`src/rtl/dma_fifo_drain.sv`:
```
// Drain side of the 512-byte one-shot DMA FIFO: initialises the FIFO, then moves
// each byte into memory through a req/ack write port at an incrementing address.
module dma_fifo_drain #(
    parameter int ADDR_WIDTH = 21
) (
    input  logic                  clk,
    input  logic                  rst_n,
    input  logic                  start,
    input  logic                  abort,
    input  logic [ADDR_WIDTH-1:0] addr_in,
    output logic                  busy,
    output logic                  done,
    output logic                  fifo_init,
    output logic                  fifo_rd_stb,
    input  logic                  fifo_empty,
    input  logic                  fifo_rdone,
    input  logic [7:0]            fifo_rd,
    output logic                  dma_req,
    output logic [ADDR_WIDTH-1:0] dma_addr,
    output logic [7:0]            dma_wd,
    input  logic                  dma_ack,
    output logic [2:0]            dbg_state
);

    typedef enum logic [2:0] {
        S_IDLE  = 3'd0,
        S_INIT  = 3'd1,
        S_WAIT  = 3'd2,
        S_FETCH = 3'd3,
        S_REQ   = 3'd4,
        S_STEP  = 3'd5,
        S_DONE  = 3'd6
    } state_t;

    localparam logic [ADDR_WIDTH-1:0] ADDR_ONE = ADDR_WIDTH'(1);

    state_t state;

    assign dbg_state = state;

    // Handshake: dma_req rises on entry to REQ and holds dma_addr/dma_wd stable until
    // the cycle dma_ack is seen; the write completes on that cycle, and dma_req drops
    // in STEP. An abort may withdraw dma_req before any ack arrives.
    always_ff @(posedge clk or negedge rst_n) begin
        if (!rst_n) begin
            state       <= S_IDLE;
            busy        <= 1'b0;
            done        <= 1'b0;
            fifo_init   <= 1'b0;
            fifo_rd_stb <= 1'b0;
            dma_req     <= 1'b0;
            dma_addr    <= '0;
            dma_wd      <= '0;
        end else begin
            fifo_init   <= 1'b0;
            fifo_rd_stb <= 1'b0;
            done        <= 1'b0;
            // Abort beats everything else, including an ack landing in the same cycle.
            if (abort && state != S_IDLE) begin
                state   <= S_IDLE;
                busy    <= 1'b0;
                dma_req <= 1'b0;
            end else begin
                case (state)
                    S_IDLE: begin
                        if (start) begin
                            state     <= S_INIT;
                            dma_addr  <= addr_in;
                            busy      <= 1'b1;
                            fifo_init <= 1'b1;
                        end
                    end
                    S_INIT: state <= S_WAIT;
                    S_WAIT: begin
                        if (fifo_rdone) begin
                            state <= S_DONE;
                            done  <= 1'b1;
                        end else if (!fifo_empty) begin
                            state <= S_FETCH;
                        end
                    end
                    // The RAM output register settles during FETCH; capture it at the end.
                    S_FETCH: begin
                        dma_wd  <= fifo_rd;
                        dma_req <= 1'b1;
                        state   <= S_REQ;
                    end
                    S_REQ: begin
                        if (dma_ack) begin
                            dma_req     <= 1'b0;
                            fifo_rd_stb <= 1'b1;
                            state       <= S_STEP;
                        end
                    end
                    S_STEP: begin
                        dma_addr <= dma_addr + ADDR_ONE;
                        state    <= S_WAIT;
                    end
                    S_DONE: begin
                        busy  <= 1'b0;
                        state <= S_IDLE;
                    end
                    default: begin
                        state   <= S_IDLE;
                        busy    <= 1'b0;
                        dma_req <= 1'b0;
                    end
                endcase
            end
        end
    end

endmodule
```
`config.mk`:
```
export PLATFORM = sky130hd
export DESIGN_NAME = dma_fifo_drain
export DESIGN_NICKNAME = d
export VERILOG_FILES = /design/src/rtl/dma_fifo_drain.sv
export SDC_FILE = /design/constraint.sdc
export NUM_CORES = 1
export LEC_CHECK = 0
export BUFFER_PORTS_ARGS = -buffer_cell sky130_fd_sc_hd__buf_2
export CORE_MARGIN = 8
export CORE_UTILIZATION = 54
export CTS_CLUSTER_SIZE = 28
export DETAILED_ROUTE_END_ITERATION = 8
export PLACE_DENSITY = 0.85
export SLEW_MARGIN = 20
export SYNTH_ARGS = -nofsm -noshare
export SYNTH_HDL_FRONTEND = slang
export SYNTH_SLANG_ARGS = --single-unit
```
`constraint.sdc`:
```
create_clock -name clk -period 3.29 [get_ports clk]
set_input_delay 0.987 -clock clk [delete_from_list [all_inputs] [get_ports clk]]
set_output_delay 0.987 -clock clk [all_outputs]
set_load 0.005 [all_outputs]
```
==> flow_summary.ini <==
[run_status]
status = finished clean

[setup_path]
crit_start = start
r2r_start = dbg_state[1]
rrSetupSlack_ns = 1.12
worst-setup-path-type = in -> reg
endpoint = dma_addr[12]
crit_path_max_incr_delay_ns = 0.44
path_cells = buf_2, or3b_1, a21oi_4, buf_4, a21oi_1, a21oi_1
arrival_ns = 2.47
worst-path-max-fanout = 15
cpMostUsedCell = a21oi_1
rr_worst_depth = 5
crit_path_end_kind = flip-flop
r2r_end = dma_addr[14]
critical_path_required_ns = 3.50
critPathSlowestCell = a21oi_4
worst_setup_path_start_kind = primary input

[pwr]
power_switching_uw = 914.7
powerDensity_nw_per_um2 = 846.2
p_int_mw = 1.328
clock_power_share_pct = 18.5
p_sw_share_pct = 40.79
p_leak_nw = 1.198
seqPwrFrac_pct = 42.2
peakVddDrop_mv = 0.3889
p_comb_share_pct = 39.3

[place]
dp_cells = 348
post-place-ws_ns = 0.7454
place_area_um2 = 2530
gp_congestion = 0.8784
dpl.hpwl_mm = 4.253
port_buffers = 72

[grt]
overflow = 0
grt_pass1_vias = 2103
grt.total_usage_pct = 19.32
antenna_found_initial = 0
grt_max_degree = 38
grt_pass1_wl_mm = 9.873

[clocking]
cts_made_buffers = 5
clk_latency_ns = 0.29
path_clk_slew_ns = 0.08
cts_max_path_buffers = 2
cts_hold_buf = 0
cts_setup_buffers = 0
clock-root-buffer = clkbuf_8
cts_tree = built
cts-resized-gates = 0
cts.sinks = 37
ctsHtreeMaxLevel = 2

[synth]
synth_fp_nets = 276
seq_area_frac_synth_pct = 43.05
synth.avg_cell_area_um2 = 8.999
synth_area_um2 = 2151
syn_inst = 239
ys.flop_type = dfrtp_1
synth_edf_count = 0
synthDistinctLibCells = 48
ys_seq_elements = 37
synth_warnings = 0
synth-async-reset-ratio_pct = 100.0

[die]
fp.coreArea_um2 = 3914
dieArea_um2 = 6258
row_count = 23
dieWidth_um = 79.11
chipHeight_um = 79.11
io_pins = 73
start_util_pct = 54.96

[layout]
diodes = 0
layout_commonest_cell = buf_2
nNetsFinal = 342
final_area_um2 = 2650
final_cell_mix = buf_2 (72), dfrtp_1 (37), a21oi_1 (24), nand2_1 (24), nor2_1 (15)
drive_above_1_share_pct = 31.05
syn_to_final_growth_pct = 23.21
stdcell_count = 356

[sta]
period_needed_ns = 2.259
setup_tns_ns = 0
period_share_pct = 68.67
fin_worst_skew_ns = 0.003978
setup_viol = 0
hold_viol_final = 0
drv_slew = 0
grt_setup_unrepaired = false
timing.final.ws_setup_ns = 1.031
fmax_ghz = 0.4426
worstMarginPinSlew_ns = 0.8546
relSlewSlack_pct = 43.03

[detailed_routing]
drt_iter0_drc = 160
dr.pass1.iters = 4
vias = 2179
drt_wl_total_mm = 5.938
wl_per_cell_um = 16.68
ant_nets = 0
viasPerCell = 6.121
drc = 0

[run]
cap_viol_max_count = 0

[min_path]
hp-class = reg -> reg
[logic make-up after synthesis]
| kind of cell | synth area share, % |
|---|---|
| adder cells (fa/ha/maj) | 0.5816 |
| buffers and inverters | 3.956 |
| AO/OA/AOI/OAI | 20.54 |
| multiplexers | 6.516 |
| flip-flops | 43.05 |
| AND/OR/NAND/NOR | 25.36 |
[worst min path at each step]
| stage | startpoint | to | slack, ns | depth (start not counted) |
|---|---|---|---|---|
| 2_1_floorplan | dma_req | dma_req | 0.49 | 2 |
| 3_3_place_gp | dma_wd[5] | dma_wd[5] | 0.48 | 1 |
| 3_5_place_dp | dma_wd[5] | dma_wd[5] | 0.49 | 1 |
| 4_1_cts | dma_wd[5] | dma_wd[5] | 0.51 | 1 |
| 5_1_grt | dma_wd[1] | dma_wd[1] | 0.53 | 1 |
| 6_report | dma_wd[0] | dma_wd[0] | 0.50 | 1 |
[layer usage]
layer / routed length, um / share of wire [%] / vias to the layer above / GRT usage [%]
met5: 0 / 0 / - / 0
met4: 116 / 2.0 / 0 / 8.889
li1: - / - / 1035 / -
met1: 2393 / 40 / 1040 / 23.13
met2: 2954 / 50 / 93 / 31.47
met3: 474 / 8.0 / 11 / 5.418
[power by group through the flow]
stage | registers [mW] | clock network, mW | logic [mW]
6_report | 0.946 | 0.415 | 0.882
3_3_place_gp | 0.933 | 0 | 0.851
2_1_floorplan | 0.875 | 0 | 0.565
4_1_cts | 0.938 | 0.422 | 0.890
5_1_grt | 0.985 | 0.442 | 0.988
3_5_place_dp | 0.947 | 0 | 0.880
[state kept, by name (all words and copies together) (netlist names)]
| register | count |
|---|---|
| dma_req | 1 |
| done | 1 |
| busy | 1 |
| fifo_init | 1 |
| dma_addr | 21 |
| dma_wd | 8 |
| dbg_state | 3 |
| fifo_rd_stb | 1 |
[synth_stat cells (7+ instances only)]
library cell / count / area, um^2
clkbuf_1: 11 / 41.29
nor2_1: 15 / 56.30
mux2_2: 8 / 90.09
dfrtp_1: 37 / 925.9
nand2_1: 24 / 90.09
o21ai_0: 13 / 65.06
nand4_1: 7 / 43.79
nand3_1: 10 / 50.05
a21oi_1: 24 / 120.1
o22ai_1: 7 / 43.79
[worst max-delay path, delay by kind of cell]
kind	cells	cell delay [ns]
AO/OA/AOI/OAI	3	0.67
AND/OR/NAND/NOR	1	0.42
buffers and inverters	2	0.40
[area by class of cell]
cell class	count	area, um^2
multi-input combinational	181	1140
tap	50	62.56
sequential	37	925.9
timing repair buffer	75	382.9
inverter	5	18.77
clock buffer	6	82.58
clock inverter	2	37.54
fill	336	1264
[through the flow]
step | hold WS (ns) | total power, mW | util [%]
after floorplan | 0.4945 | 1.440 | -
after global placement | 0.4834 | 1.784 | 64.64
after detailed placement | 0.4899 | 1.827 | 64.64
after CTS | 0.5079 | 2.250 | 67.71
after global routing | 0.5258 | 2.415 | 67.71
final | 0.5040 | 2.243 | 67.71
Power figures use the tool's default switching activity.
